===== src/rtl/instr_issue_unit.sv =====
// instr_issue_unit: program store plus sequencer that feeds one instruction per clock to the 512-bit register processor
// Ports:
//   clk, rst (async, active-low)        clock and reset
//   prog_we, prog_addr, prog_data       program store write port (honoured only in IDLE/DONE)
//   start                               begin a run from address 0
//   stall                               freeze sequencing and emit WAIT
//   instruction                         registered instruction to the processor
//   pc                                  address of the next word to fetch
//   busy, done, err                     run in progress, run finished, sticky reserved-opcode flag
module instr_issue_unit #(
    parameter int IW        = 13,
    parameter int DEPTH     = 32,
    parameter int AW        = 5,
    parameter int LOAD_WAIT = 1
) (
    input  logic          clk,
    input  logic          rst,
    input  logic          prog_we,
    input  logic [AW-1:0] prog_addr,
    input  logic [IW-1:0] prog_data,
    input  logic          start,
    input  logic          stall,
    output logic [IW-1:0] instruction,
    output logic [AW-1:0] pc,
    output logic          busy,
    output logic          done,
    output logic          err
);
    localparam logic [IW-1:0] NOP = IW'(1);
    typedef enum logic [1:0] {S_IDLE, S_ISSUE, S_WAIT, S_DONE} state_t;
    state_t state, state_nx;
    logic [IW-1:0] mem [DEPTH];
    logic [IW-1:0] word, instr_nx;
    logic [AW-1:0] pc_nx;
    logic [2:0] op, cnt, cnt_nx;
    logic busy_nx, done_nx, err_nx, last, last_nx, at_end, is_load;
    assign word    = mem[pc];
    assign op      = word[IW-1:IW-3];
    assign at_end  = pc == AW'(DEPTH-1);
    assign is_load = op[2:1] == 2'b10 && LOAD_WAIT > 0;
    always_ff @(posedge clk)
        if (prog_we && (state == S_IDLE || state == S_DONE)) mem[prog_addr] <= prog_data;
    always_comb begin
        state_nx = state;
        instr_nx = NOP;
        pc_nx    = pc;
        cnt_nx   = cnt;
        busy_nx  = busy;
        done_nx  = done;
        err_nx   = err;
        last_nx  = last;
        case (state)
            S_IDLE, S_DONE:
                if (start) begin
                    state_nx = S_ISSUE;
                    pc_nx    = '0;
                    busy_nx  = 1'b1;
                    done_nx  = 1'b0;
                    err_nx   = 1'b0;
                    last_nx  = 1'b0;
                end
            S_ISSUE:
                if (!stall) begin
                    if (op == 3'b111) begin
                        state_nx = S_DONE;
                        busy_nx  = 1'b0;
                        done_nx  = 1'b1;
                    end else begin
                        if (op[2:1] == 2'b01) err_nx = 1'b1;
                        else instr_nx = word;
                        // pc saturates on the last word; the end flag finishes the run instead of wrapping
                        pc_nx   = at_end ? pc : pc + 1'b1;
                        last_nx = at_end;
                        if (is_load) begin
                            cnt_nx   = 3'(LOAD_WAIT);
                            state_nx = S_WAIT;
                        end else if (at_end) begin
                            state_nx = S_DONE;
                            busy_nx  = 1'b0;
                            done_nx  = 1'b1;
                        end
                    end
                end
            S_WAIT:
                if (!stall) begin
                    cnt_nx = cnt - 1'b1;
                    if (cnt == 3'd1) begin
                        state_nx = last ? S_DONE : S_ISSUE;
                        busy_nx  = !last;
                        done_nx  = last;
                    end
                end
            default: ;
        endcase
    end
    always_ff @(posedge clk or negedge rst)
        if (!rst) begin
            state       <= S_IDLE;
            instruction <= NOP;
            pc          <= '0;
            cnt         <= '0;
            busy        <= 1'b0;
            done        <= 1'b0;
            err         <= 1'b0;
            last        <= 1'b0;
        end else begin
            state       <= state_nx;
            instruction <= instr_nx;
            pc          <= pc_nx;
            cnt         <= cnt_nx;
            busy        <= busy_nx;
            done        <= done_nx;
            err         <= err_nx;
            last        <= last_nx;
        end
endmodule


===== config.mk =====
export PLATFORM = sky130hd
export DESIGN_NAME = instr_issue_unit
export DESIGN_NICKNAME = d
export VERILOG_FILES = /design/src/rtl/instr_issue_unit.sv
export SDC_FILE = /design/constraint.sdc
export NUM_CORES = 1
export LEC_CHECK = 0
export ABC_CLOCK_PERIOD_IN_PS = 2700
export CELL_PAD_IN_SITES_DETAIL_PLACEMENT = 1
export CELL_PAD_IN_SITES_GLOBAL_PLACEMENT = 1
export CORE_MARGIN = 2
export CORE_UTILIZATION = 23
export DETAILED_ROUTE_END_ITERATION = 16
export PLACE_DENSITY_LB_ADDON = 0.1
export SLEW_MARGIN = 15
export SYNTH_ARGS = -nofsm -noshare
export SYNTH_HDL_FRONTEND = slang
export SYNTH_SLANG_ARGS = --single-unit

===== constraint.sdc =====
create_clock -name clk -period 2.7 [get_ports clk]
set_input_delay 0.405 -clock clk [delete_from_list [all_inputs] [get_ports clk]]
set_output_delay 0.405 -clock clk [all_outputs]
set_load 0.02 [all_outputs]

# Yosys cells after proc, flatten, opt, wreduce, memory -nomap -nowiden
# Memory sizes are Yosys's and may differ from the RTL's.
# Index checks and enable logic that the tools add are counted.
dict set report totals {
  mem_bits_rw 416
  elab_cells 91
  in_bits 23
  reg_bits 27
  memories 1
  out_inout_bits 21
}
dict set report op_classes {
  n_addsub 2
  mux 48
  eq_ne 19
  reduce_logical 13
}
# name depth word_bits rd rd_ports_with_merged_regs write_ports line
set memory_table {}
lappend memory_table {mem 32 13 1 0 1 32} ;# logic [IW-1:0] mem [DEPTH];
# cell count
set op_table {}
lappend op_table {{$mux W13} 4}
lappend op_table {{$mux W1} 21}
lappend op_table {{$mux W5} 4}
lappend op_table {{$reduce_and A5 Y1} 4}
lappend op_table {{$mux W2} 8}
lappend op_table {{$ne A2 B2 Y1 const B} 8}
lappend op_table {{$mux W3} 4}
lappend op_table {{$pmux W5 S2} 1}
lappend op_table {{$eq A2 B2 Y1 const B} 3}
lappend op_table {{$ne A3 B3 Y1 const B} 2}
lappend op_table {{$pmux W1 S3} 2}
lappend op_table {{$pmux W2 S3} 1}
lappend op_table {{$pmux W3 S2} 1}
lappend op_table {{$reduce_and A6 Y1} 1}
lappend op_table {{$add A5 B1 Y5 const B} 1}
lappend op_table {{$eq A5 B5 Y1 const B} 1}
lappend op_table {{$eq A2 B1 Y1 const B} 2}
lappend op_table {{$ne A4 B4 Y1 const B} 1}
lappend op_table {{$pmux W1 S2} 2}
lappend op_table {{$reduce_and A4 Y1} 1}
lappend op_table {{$reduce_bool A2 Y1} 2}
lappend op_table {{$eq A3 B1 Y1 const B} 1}
lappend op_table {{$eq A3 B3 Y1 const B} 1}
lappend op_table {{$sub A3 B1 Y3 const B} 1}
lappend op_table {{other kinds (5)} 5}

# Depth between registers and ports, before layout
dict set report logic_depth {
  depth_word 6
  mapped_depth 9
  depth_no_buf 8
}

# Worst setup path after synthesis
# Ideal clock, no wire load.
dict set report synth_path {
  kind {register to register}
  start {register pc[0]}
  end {register instruction[3]}
  slack_ps -379
  required_ps 2575
  path_buffers 4
  arrival_time_ps 2955
  setup_time_ps 125
  synth_period_minus_slack_ps 3079
  path_stages_with_launch 9
  cell_sequence {dfrtp_1 > buf_6 > buf_2 > buf_1 > buf_2 > mux4_2 > mux4_2 > mux2i_1 > nor2_1}
}
dict set report synth_via {
  elab_chain_cells 6
  word_cells_on_any_way 7
  cone_classes {eq/ne: 2; mux: 4; memory: 1}
}
# item line
set synth_lines {}
lappend synth_lines {{start: declaration} 24} ;# output logic [AW-1:0] pc,
lappend synth_lines {{start signal: assignment} 109} ;# pc <= pc_nx;
lappend synth_lines {{$mem_v2 Z32 W13 (*)} n/a}
lappend synth_lines {{$eq A2 B1 Y1} 69} ;# if (op[2:1] == 2'b01) err_nx = 1'b1;
lappend synth_lines {{$mux W13} 69}
lappend synth_lines {{$mux W13 (*)} 64} ;# if (op == 3'b111) begin
lappend synth_lines {{$mux W13 (*)} 63} ;# if (!stall) begin
lappend synth_lines {{$mux W13 (*)} 52} ;# case (state)
lappend synth_lines {{named net instr_nx[3]} 33} ;# logic [IW-1:0] word, instr_nx;
lappend synth_lines {{end signal: assignment} 108} ;# instruction <= instr_nx;
lappend synth_lines {{end: declaration} 23} ;# output logic [IW-1:0] instruction,
# The timed path passes the listed nets; every way through them passes the cells marked *.
# A chain may end at the register's enable or synchronous reset.

# Worst setup path in the final report
dict set report layout_path {
  start {register pc[0]}
  end {register pc[1]}
}
dict set report layout_via {
  elab_chain_cells 5
  word_cells_on_any_way 11
  cone_classes {add/sub: 1; eq/ne: 4; mux: 4; reduce/logical: 1; memory: 1}
}
# item
set layout_lines {}
lappend layout_lines {{branches (longest 5 deep; another with $mem_v2 Z32 W13)}}
# Several ways; the timed one is not identified. The select of a mux whose other input is x is not followed.

==> flow_results.org <==
** Outcome
- Run status :: complete, but fails checks
- Failing checks :: negative setup slack

** Place
- Total of buffers placed on input and output ports :: 43
- Half-perimeter wire length after detailed placement :: 28630 um
- Setup slack after placement :: -0.1250 ns
- Placer's final routability congestion estimate :: between 0.6 and 0.7

** Floorplan
- Die span in y :: 278.2 um
- In this run the core area contains 100 standard-cell rows.
- The floorplan step set the die width to 278.2 um.
- The floorplan step defined a die boundary enclosing 0.07737 mm^2.
- Core box area :: 0.07445 mm^2
- I/O pin count :: 44
- For this configuration, the core starts out at a cell density of 0.2322.

** Timing
- Highest attainable clock frequency :: 357.2 MHz
- Setup violations remaining at the end of the flow were counted as 14.
- Final Hold Violating Endpoints :: 0
- Setup repair after global routing could not meet its margin everywhere.
- Relative max-transition margin :: 0.4738
- Transition time at the pin with the least slew margin :: 0.7893 ns
- Fin crit period :: 2.800 ns
- Share of the clock period used by the worst path :: 1.037
- For the final database, setup skew stands at slightly below 0.03 ns.
- In the post-route analysis, the smallest setup slack over all paths is -0.09960 ns.
- Final Slew Violations :: 0

** CTS
- At the later pin of the worst-skew pair, clock insertion delay measures 0.60 ns.
- Clock tree synthesis inserted a total of 50 buffers.
- After clock tree synthesis, the clock-pin slew on the worst setup and hold paths is 0.07 ns.
- TritonCTS built the clock tree.
- Root buffer cell :: sky130_fd_sc_hd__clkbuf_16
- Maximum level of the CTS H-tree :: 2
- Number of buffers on the longest clock path :: 3
- Sinks on the clock net :: 443

** Global route
- Largest net degree at the start of global routing :: 51
- The first global-routing pass estimated approximately 69000 um of wire.
- Initial antenna violation count :: 0
- For this run, the total global-route usage over all layers was measured as 0.1264.
- The via count of the first global-routing pass was between 9000 and 10000.
- Total grt overflow :: 0

** Power
- Design Power :: 19.75 mW
- Fraction of power spent switching nets :: 0.2645
- The internal power of the cells totals about 15 mW.
- Switching pwr :: 5.224 mW
- VDD IR-drop max :: 0.0004422 V
- Of the total power, combinational logic draws 0.229.
- Seq pwr share :: 0.400
- For this design the ratio of total power to cell area is 901.4 mW/mm^2.
- The share of total power dissipated in the clock network is 0.371.
- Leakage power of the design :: 6.836 nW

** Final layout
- Number of antenna repair diodes :: 0
- The net count of the finished layout is between 900 and 1000.
- Sequential cell area :: approximately 0.013 mm^2
- Measured on the finished design, the core utilization comes to 0.2942.
- Of the cells placed in the final design, the portion with a size suffix greater than 1 is 0.3755.
- Fill cells in the final layout number 7457.
- Commonest non-fill, non-tap cell in the layout :: sky130_fd_sc_hd__edfxtp_1
- In the final layout, the multi-input gates occupy 0.004081 mm^2.
- In the layout the commonest cells are sky130_fd_sc_hd__edfxtp_1, sky130_fd_sc_hd__mux4_2, sky130_fd_sc_hd__buf_4.
- The area growth from synthesis to layout is 26.71%.

** Synthesis
- For this run, the number of Yosys warnings is 0.
- Number of unique standard cell types used by synthesis :: 46
- The synthesized netlist occupies a cell area of between 0.015 and 0.02 mm^2.
- Number of enable flip-flop cells after synthesis :: 416
- Of the post-synthesis cell area, the dominant cell type holds 0.7226.
- Each instance of the synthesized netlist takes up on average 22.25 um^2.
- In this run, synthesis produced a sequential element count of 443.
- The number of nets handed over by synthesis was 806.
- Gate count after technology mapping :: around 800
- Of all flip-flops after synthesis, the portion carrying an async set or reset was 0.06095.
- Leading register cell type out of synthesis :: sky130_fd_sc_hd__edfxtp_1
- Sequential cell area fraction in the yosys report :: 0.7617
- The synthesized design spends more area on one cell type than any other, namely sky130_fd_sc_hd__edfxtp_1.
- Top cells by area, synth :: sky130_fd_sc_hd__edfxtp_1, sky130_fd_sc_hd__mux4_2, sky130_fd_sc_hd__dfrtp_1, sky130_fd_sc_hd__nor2_1, sky130_fd_sc_hd__mux2i_1

** Critical path
- R2r endpoint :: pc[1]$_DFFE_PN0P_
- Along the worst path, the maximum fanout reaches 10.
- Setup crit end kind :: flip-flop
- Startpoint of the worst register-to-register path :: pc[0]$_DFFE_PN0P_
- STA puts the critical path data arrival time at 3.27 ns.
- The worst register-to-register path has a depth of 8.
- Type of the setup path with the least slack :: reg2reg
- Register-to-register setup slack :: -0.1 ns
- The worst setup path is launched from a flip-flop.
- At the worst endpoint, the required time is about 3.2 ns.

** Run
- Max-cap violations in this run came to 0.

** Route
- DRT met1 WL :: 22480 um
- Length of routed met3 wiring :: 1796 um
- Detail-routed net length per standard cell :: about 25 um
- The first detailed-routing pass took 4 iterations.
- Final ANT Viol Nets :: 0
- The routed design has 48470 um of wire.
- Routed signal wires occupy layers up through met4.
- Via density per instance :: 4.248
- The detailed router placed 8280 vias in this run.
- After detailed routing, the met2 layer carries between 20000 and 25000 um of wire.
- In the routed design, unresolved DRC markers number 0.
- Initial DRC count :: between 500 and 600

** Hold path
- Class of the worst hold path :: in2async
==> kinds of logic after synthesis <==
kind of cell    synth area share
simple gates             0.02540
buf+inv                  0.01187
fa+ha+maj               0.004342
mux                       0.1805
flops                     0.7617
compound gates           0.01614
==> power by group through the flow <==
stage	logic [mW]	clock network (mW)	registers (mW)
3_3_place_gp	4.49	0	8.05
4_1_cts	4.57	7.58	7.90
2_1_floorplan	2.80	0	8.01
3_5_place_dp	4.49	0	8.04
5_1_grt	4.91	7.82	7.92
6_report	4.52	7.33	7.90
==> state kept, by name, summed over array words and instances (netlist names) <==
register     cells
state            2
done             1
err              1
busy             1
mem            416
last             1
cnt              3
instruction     13
pc               5
==> cells in the mapped netlist, types with 3 or more instances <==
library cell	count
sky130_fd_sc_hd__nor2_1	52
sky130_fd_sc_hd__edfxtp_1	416
sky130_fd_sc_hd__nand3_1	5
sky130_fd_sc_hd__buf_2	11
sky130_fd_sc_hd__o21ai_0	5
sky130_fd_sc_hd__nand3b_1	3
sky130_fd_sc_hd__a221o_1	3
sky130_fd_sc_hd__mux2_2	4
sky130_fd_sc_hd__a21oi_1	9
sky130_fd_sc_hd__ha_1	6
sky130_fd_sc_hd__mux4_2	128
sky130_fd_sc_hd__nand2_1	11
sky130_fd_sc_hd__nor2b_1	4
sky130_fd_sc_hd__buf_1	5
sky130_fd_sc_hd__and3_1	4
sky130_fd_sc_hd__inv_1	10
sky130_fd_sc_hd__clkbuf_1	19
sky130_fd_sc_hd__mux2i_1	17
sky130_fd_sc_hd__dfrtp_1	26
==> worst max path at each step <==
| stage | start | endpoint | slack [ns] | cells after the start |
|---|---|---|---|---|
| after floorplan | pc[0]$_DFFE_PN0P_ | pc[3]$_DFFE_PN0P_ | -0.09 | 9 |
| after global placement | pc[0]$_DFFE_PN0P_ | pc[0]$_DFFE_PN0P_ | -0.11 | 9 |
| after detailed placement | pc[0]$_DFFE_PN0P_ | pc[1]$_DFFE_PN0P_ | -0.13 | 8 |
| after CTS | pc[0]$_DFFE_PN0P_ | pc[1]$_DFFE_PN0P_ | -0.13 | 8 |
| after global routing | pc[0]$_DFFE_PN0P_ | pc[0]$_DFFE_PN0P_ | -0.21 | 9 |
| final | pc[0]$_DFFE_PN0P_ | pc[1]$_DFFE_PN0P_ | -0.1 | 8 |
==> metrics by stage <==
step                      hold slack, ns  cell area [um^2]  std cells  TNS, ns
after floorplan                   0.1094             17340        777  -0.3489
after global placement            0.5056             19980       1850  -0.7139
after detailed placement          0.5053             19980       1850  -0.7984
after CTS                         0.4316             21830       1947   -1.061
after global routing              0.4959             21900       1949   -3.066
final                             0.4341             21900       1949  -0.7069
==> layout make-up <==
| cell class | instances | share of cell area |
|---|---|---|
| Sequential cell | 443 | 0.6016 |
| Multi-Input combinational cell | 287 | 0.1863 |
| Timing Repair Buffer | 146 | 0.07346 |
| Clock buffer | 67 | 0.06375 |
| Tap cell | 969 | 0.05535 |
| Clock inverter | 27 | 0.01776 |
| Inverter | 10 | 0.001714 |
==> worst max-delay path, cell delays in order (launching register included) <==
cell and delay (ns):
sky130_fd_sc_hd__dfrtp_4 0.46, sky130_fd_sc_hd__buf_12 0.15, sky130_fd_sc_hd__mux4_2 0.48, sky130_fd_sc_hd__mux4_2 0.52, sky130_fd_sc_hd__mux2_4 0.33, sky130_fd_sc_hd__a41oi_4 0.27
sky130_fd_sc_hd__buf_12 0.15, sky130_fd_sc_hd__nor2_1 0.04, sky130_fd_sc_hd__a221o_1 0.27
==> per-layer routing <==
metal,global-route usage,vias up
met5,0,-
met1,0.1747,4489
met3,0.01973,52
met4,0.03132,0
met2,0.2079,141
li1,-,3598
==> repair_timing <==
| action | 4_1_cts | 5_1_grt |
|---|---|---|
| pin swaps | 1 | 1 |
| hold buffers | 1 | 0 |
| resized for setup | 6 | 11 |
| endpoints found under the hold margin | 26 | 0 |
| buffers inserted | 2 | 1 |
| gates cloned | 0 | 1 |
| endpoints found under the setup margin | 22 | 26 |
Note: power is estimated with default switching activity, not from simulation.
